--- src/rtl/comp_8_serial_pkg.sv ---
// Shared parameters and types for the serial magnitude comparator.
package comp_pkg;
  localparam int WIDTH_DEF = 8;
  localparam int DIGIT_DEF = 2;
  localparam int NDIG_DEF  = WIDTH_DEF / DIGIT_DEF;
  localparam int CNT_W     = (NDIG_DEF > 1) ? $clog2(NDIG_DEF) : 1;

  typedef enum logic [1:0] {
    ARM  = 2'd0,
    RUN  = 2'd1,
    DONE = 2'd2
  } state_t;
endpackage

--- src/rtl/comp_8_serial_if.sv ---
// Operand/result bundle. There is no handshake: operands are sampled once on the
// first rst_n-high edge, and g/e are final once the block reaches DONE.
interface comp_8_serial_if #(
  parameter int WIDTH = 8
);
  logic [WIDTH-1:0] ina;
  logic [WIDTH-1:0] inb;
  logic             g;
  logic             e;

  modport master (output ina, inb, input g, e);
  modport slave  (input ina, inb, output g, e);
endinterface

--- src/rtl/comp_8_serial_digit.sv ---
// Combinational unsigned compare of one DIGIT-bit slice.
module comp_digit #(
  parameter int DIGIT = 2
) (
  input  logic [DIGIT-1:0] a,
  input  logic [DIGIT-1:0] b,
  output logic             gt,
  output logic             eq
);
  assign gt = (a > b);
  assign eq = (a == b);
endmodule

--- src/rtl/comp_8_serial.sv ---
// Serial MSB-first magnitude comparator: one DIGIT-bit slice per clock, sticky
// decision once a difference is seen, result registered and held in DONE.
module comp_8_serial
  import comp_pkg::*;
#(
  parameter int WIDTH = WIDTH_DEF,
  parameter int DIGIT = DIGIT_DEF
) (
  input  logic            clk,
  input  logic            rst_n,
  comp_8_serial_if.slave  bus,
  output state_t          dbg_state
);
  localparam int NDIG = WIDTH / DIGIT;

  state_t           state, state_nx;
  logic [WIDTH-1:0] sa, sb, sa_nx, sb_nx;
  logic             gt, eq, gt_nx, eq_nx;
  logic             g_q, e_q, g_nx, e_nx;
  logic [CNT_W-1:0] cnt, cnt_nx;
  logic [DIGIT-1:0] da, db;
  logic             d_gt, d_eq;

  // In ARM the top digit comes straight from the operands being captured.
  assign da = (state == ARM) ? bus.ina[WIDTH-1 -: DIGIT] : sa[WIDTH-1 -: DIGIT];
  assign db = (state == ARM) ? bus.inb[WIDTH-1 -: DIGIT] : sb[WIDTH-1 -: DIGIT];

  comp_digit #(.DIGIT(DIGIT)) u_digit (
    .a  (da),
    .b  (db),
    .gt (d_gt),
    .eq (d_eq)
  );

  always_ff @(posedge clk) begin
    if (!rst_n) begin
      state <= ARM;
      sa    <= '0;
      sb    <= '0;
      gt    <= 1'b0;
      eq    <= 1'b0;
      cnt   <= '0;
      g_q   <= 1'b0;
      e_q   <= 1'b0;
    end else begin
      state <= state_nx;
      sa    <= sa_nx;
      sb    <= sb_nx;
      gt    <= gt_nx;
      eq    <= eq_nx;
      cnt   <= cnt_nx;
      g_q   <= g_nx;
      e_q   <= e_nx;
    end
  end

  always_comb begin
    state_nx = state;
    sa_nx    = sa;
    sb_nx    = sb;
    gt_nx    = gt;
    eq_nx    = eq;
    cnt_nx   = cnt;
    g_nx     = g_q;
    e_nx     = e_q;
    unique case (state)
      ARM: begin
        sa_nx    = bus.ina << DIGIT;
        sb_nx    = bus.inb << DIGIT;
        gt_nx    = d_gt;
        eq_nx    = d_eq;
        cnt_nx   = CNT_W'(NDIG - 1);
        state_nx = RUN;
      end
      RUN: begin
        if (cnt != '0) begin
          // Only an undecided comparison looks at further digits.
          if (eq && !d_eq) begin
            gt_nx = d_gt;
            eq_nx = 1'b0;
          end
          sa_nx  = sa << DIGIT;
          sb_nx  = sb << DIGIT;
          cnt_nx = cnt - CNT_W'(1);
        end else begin
          g_nx     = gt;
          e_nx     = eq;
          state_nx = DONE;
        end
      end
      DONE: begin
        state_nx = DONE;
      end
      default: begin
        state_nx = ARM;
      end
    endcase
  end

  assign bus.g     = g_q;
  assign bus.e     = e_q;
  assign dbg_state = state;
endmodule

--- src/flat_wrapper.sv ---
// flat-port wrapper written by rule: the top's interface ports become plain ports
module comp_8_serial_flat import comp_pkg::*;
#(
  parameter int WIDTH = WIDTH_DEF,
  parameter int DIGIT = DIGIT_DEF
)
  (clk, rst_n, dbg_state, bus_ina, bus_inb, bus_g, bus_e);
  comp_8_serial_if #(.WIDTH(WIDTH)) bus_i ();
  input  logic clk;
  input  logic rst_n;
  output state_t dbg_state;
  input wire logic [$bits(bus_i.ina)-1:0] bus_ina;
  input wire logic [$bits(bus_i.inb)-1:0] bus_inb;
  output wire logic [$bits(bus_i.g)-1:0] bus_g;
  output wire logic [$bits(bus_i.e)-1:0] bus_e;
  assign bus_i.ina = bus_ina;
  assign bus_i.inb = bus_inb;
  assign bus_g = bus_i.g;
  assign bus_e = bus_i.e;
  comp_8_serial #(.WIDTH(WIDTH), .DIGIT(DIGIT)) u_core (.clk(clk), .rst_n(rst_n), .bus(bus_i), .dbg_state(dbg_state));
endmodule
--- config.mk ---
export PLATFORM = sky130hd
export DESIGN_NAME = comp_8_serial_flat
export DESIGN_NICKNAME = d
export VERILOG_FILES = /design/src/rtl/comp_8_serial_pkg.sv /design/src/rtl/comp_8_serial_if.sv /design/src/rtl/comp_8_serial_digit.sv /design/src/rtl/comp_8_serial.sv /design/src/flat_wrapper.sv
export SDC_FILE = /design/constraint.sdc
export NUM_CORES = 1
export LEC_CHECK = 0
export CORE_MARGIN = 1.5
export CORE_UTILIZATION = 64
export DETAILED_ROUTE_END_ITERATION = 10
export DONT_BUFFER_PORTS = 1
export PLACE_DENSITY = 0.76
export SLEW_MARGIN = 20
export SYNTH_ARGS = -nofsm -noshare
export SYNTH_HDL_FRONTEND = slang
export SYNTH_SLANG_ARGS = --single-unit
--- constraint.sdc ---
create_clock -name clk -period 3.1 [get_ports clk]
set_clock_uncertainty 0.2 [all_clocks]
set_input_delay 0.31 -clock clk [delete_from_list [all_inputs] [get_ports clk]]
set_output_delay 0.31 -clock clk [all_outputs]
set_load 0.005 [all_outputs]
== Yosys cells after proc, flatten, opt, wreduce, memory -nomap -nowiden ==
Cells that the tools add are included.
Word-level totals
  bits in registers: 24
  logic and storage cells: 41
Cells by class
  add/sub/neg operators: 1
  $lt $le $gt $ge: 1
  eq/ne operators: 6
  multiplexer cells: 16
  bitwise gates (word level): 1
  reduce and logical (&&, ||, !) cells: 8
Operators by type and width (number)
  8-bit case mux with 2 select lines: 2
  8-bit 2-to-1 mux: 2
  2-bit 2-to-1 mux: 4
  2-bit case mux with 3 select lines: 1
  1-bit 2-to-1 mux: 4
  2-bit by 1-bit != test with 1-bit output, second input constant: 2
  1-bit case mux with 2 select lines: 2
  2-bit case mux with 2 select lines: 1
  2-bit AND reduction: 2
  2-bit nonzero test: 2
  3-bit AND reduction: 1
  2-bit by 1-bit == test with 1-bit output, second input constant: 1
  2-bit == test: 1
  2-bit == test, second input constant: 1
  2-bit > comparator: 1
  2-bit logical NOT: 1
  2-bit != test, second input constant: 1
  2-bit by 1-bit subtractor with 2-bit output, second input constant: 1
  1-bit logical AND: 1
  1-bit logical NOT: 1
  1-bit NOT: 1

== Longest topological paths before layout ==
  word-level depth: 8
  depth in mapped cells: 8

== By module ==
Synthesis repeated with hierarchy kept, for this count alone.
Unflattened totals
  cell total of the unflattened synthesis: 111
  area, all modules: 1053.5 um^2
Modules (own cells, without submodules)
  comp_8_serial: times used 1, cells an instance 103, area an instance 993.5 um^2, seq. area each 400.4 um^2
  comp_digit: times used 1, cells an instance 8, area an instance 60.1 um^2, seq. area each 0.0 um^2

== Worst setup path before layout ==
No wires, ideal clock.
  path kind: flip-flop to flip-flop
  start point: register u_core.state[0], in the netlist u_core.dbg_state[0]
  end point: register u_core.gt
  library setup time: 0.125 ns
  arrival time: 1.664 ns
  data required time: 2.775 ns
  path slack: 1.111 ns
  cell stages (with the launch flop): 9
  buffers on the path: 1
  clock period less this slack: 1.989 ns
  path through: dfxtp_1 -> inv_1 -> ha_1 -> buf_2 -> mux2_2 -> ha_1 -> nor2b_1 -> o211ai_1 -> o22ai_1
On the way
  longest elaborated chain between the ends: 7
  elaborated cells on any way between the ends: 15
  those cells by class: order compare (1); eq/ne (4); mux (5); reduce/logical (5)
Ends and longest elaborated chain
  start, declared: line comp_8_serial.sv:16  | state_t state, state_nx;
  start signal, assigned: line comp_8_serial.sv:46  | state <= state_nx;
  parallel branches: the longest is 7 deep, another holds 2-bit > comparator
  end signal, assigned: line comp_8_serial.sv:49  | gt <= gt_nx;
  end, declared: line comp_8_serial.sv:18  | logic gt, eq, gt_nx, eq_nx;
Parallel ways; which one is timed is not known. The select of a mux whose other input is x is not followed.
A chain may end at the register's enable or synchronous reset.

== Worst setup path in the final report ==
  start point: register u_core.state[1], in the netlist u_core.dbg_state[1]
  end point: register u_core.gt
Same word-level chain as after synthesis.

==> impl_results.md <==
* Status: complete, no violations
* Vias per cell at 6.14
* CP most frequent cell: ha_1
* Vias in the first global route at 737
* Fin crit period at 2.17 ns
* CTS buffer count at 3
* Post-synth EDFFs at 0
* FF/Latch Area at 400 µm²
* Slew headroom at 0.557
* Setup TNS Final at 0 ns
* Antenna Diode Count at 0
* Least-Margin Pin Slew at 0.663 ns
* First-pass GRT wire length at 3130 µm
* Gr ovfl total at 0
* Final RePlAce weighted congestion at 0.781
* CP peak stage delay at 0.39 ns
* R2R Path Start: u_core.dbg_state[1]
* Clk_lat worst skew at 0.31 ns
* RSZ-0062 raised after global routing: false
* Critical path's slowest cell: mux2_2
* Hold Path Depth at 3
* Required @ worst endpoint at 3.10 ns
* Max Slew Vio Count at 0
* Die span in x at 42.9 µm
* Pwr Density at 1020 mW/mm²
* Via count at 755
* Post-synth top cells: dfxtp_1, mux2i_1, nand2_1
* Root Driver: clkbuf_4
* Area growth syn-to-layout at 4.29%
* Arrival time worst endpoint at 2.17 ns
* Syn Inst Count at 107
* Initial Util at 0.678
* Yosys reg bits at 20
* Cell with the most instances after synthesis: dfxtp_1
* HP Start: bus_ina[3]
* Cells on worst reg2reg path at 7
* Crit end category: register
* Final core utilization at 0.707
* FILL cells at 126
* Die area at 0.00184 mm²
* Clk slew on worst S/H paths at 0.11 ns
* Max capacitance violation total at 0
* Nets@finish at 132
* Worst Setup SP: u_core.dbg_state[1]
* Largest net degree at the start of global routing at 22
* Startpoint types: register
* Final WL at 1870 µm
* IO Port Bufs at 0
* Number of routed nets with antenna violations at 0
* Crit path max fanout at 8
* Core outline area at 0.00151 mm²
* Asr flop ratio synth at 0
* IO Pins at 22
* Clock tree from TritonCTS: done
* Drt initial violations at 14
* Std cell rows at 14
* Clock buffer depth at 2
* Yosys warns at 0
* Multi-input logic area at 557 µm²
* Syn_nets at 130
* Finish-stage setup viols at 0
* Share of layout cells above drive strength 1 at 0.0748
* DP HPWL at 1340 µm
* Final hold viol count at 0
* Number of remaining DRC errors at 0
* Clock Sinks at 20
* Crit path cell chain: inv_1 -> ha_1 -> mux2_2 -> ha_1 -> nor2b_1 -> o211ai_1 -> o22ai_1
* Worst hold path type: input pin to register
* Lkg Pwr at 0.000498 µW
* Sequential element share of the synthesized area at 0.392
* Wire per inst at 15.2 µm
* Initial antenna violation count at 0
* Max frequency at 460 MHz
* First-pass DRT Iterations at 4
* Die Ht at 42.9 µm
* Setup repair bufs after CTS at 0
* Tot GR Track Use at 0.224
* Library cells used by synthesis at 25
* Kind of critical path: register to register
* Dominant synthesized flop cell: dfxtp_1
* VDD IR max at 0.745 mV
* Area leader, netlist: dfxtp_1
* Mapped cell area at 0.00102 mm²
* Synth area leaders: dfxtp_1, mux2i_1, o211a_1
* Top-area cell type share of the netlist area at 0.392
* Mean Syn Cell Area at 9.54 µm²
* H-tree levels at 1
* Fin crit share at 0.701
repair_timing:
action,4_1_cts,5_1_grt
gates resized for setup,0,0
hold endpoints to repair,20,0
hold buffers,5,0
where the power goes:
group	total [µW]	switching (µW)	internal (µW)
sequential	402	53.7	349
combinational	555	309	246
clock	123	78.0	45.4
flip-flops by register name (all words and copies together), names as in the netlist:
signal            count
u_core.eq             1
u_core.sa             6
u_core.cnt            2
u_core.sb             6
u_core.dbg_state      2
u_core.bus.g          1
u_core.gt             1
u_core.bus.e          1
cell type report:
type,count,share of cell area
multi-input cells,75,0.523
flip-flops and latches,20,0.376
inverters,4,0.0141
well taps,16,0.0188
repair buffers,5,0.0470
clock buffers,3,0.0212
critical path: cells and delay by family, from the launching register on:
kind            cells  cell delay [ns]
compound gates      2             0.25
flops               1             0.35
simple gates        1             0.13
fa+ha+maj           2             0.66
mux                 1             0.39
buf+inv             1             0.08
kinds of logic after synthesis:
| kind of cell | after synthesis | synth area share |
|---|---|---|
| flops | 20 | 0.392 |
| compound gates | 25 | 0.190 |
| buf+inv | 12 | 0.0625 |
| simple gates | 31 | 0.154 |
| fa+ha+maj | 5 | 0.0613 |
| mux | 14 | 0.140 |
metal layers:
layer | vias to the layer above | GRT usage | share of wire
li1 | 379 | - | -
met1 | 356 | 0.268 | 0.46
met2 | 18 | 0.397 | 0.49
met3 | 2 | 0.0468 | 0.045
met4 | 0 | 0.0727 | 0.013
met5 | - | 0 | 0
placed cells by master, fill, tap and decap left out, types with 4 or more instances in the layout:
master         count
o211a_1           10
o21ai_1            4
a21boi_1           6
nand2_1           12
nand3_1            8
mux2i_1           12
ha_1               5
dfxtp_1           20
inv_1              4
dlygate4sd3_1      5
nor2b_1            4
per-stage QoR:
| stage | instance area, µm² | worst slack, ns | power, µW | instances | hold slack (ns) |
|---|---|---|---|---|---|
| finish | 1060 | 0.926 | 1080 | 123 | 0.0928 |
| floorplan | 1020 | 1.11 | 899 | 107 | 0.231 |
| CTS | 1060 | 0.924 | 1080 | 123 | 0.0965 |
| detailed placement | 992 | 0.938 | 954 | 115 | 0.247 |
| global route | 1060 | 0.827 | 1170 | 123 | 0.109 |
| global placement | 992 | 1.02 | 932 | 115 | 0.245 |
path summary, 6_finish.rpt:
check | slack [ns] | end
setup / recovery | 0.93 | u_core.gt
hold / removal | 0.09 | u_core.sa[5]
setup reg to reg | 0.93 | u_core.gt
hold reg to reg | 0.26 | u_core.bus.g
(Power assumes the default switching activity.)
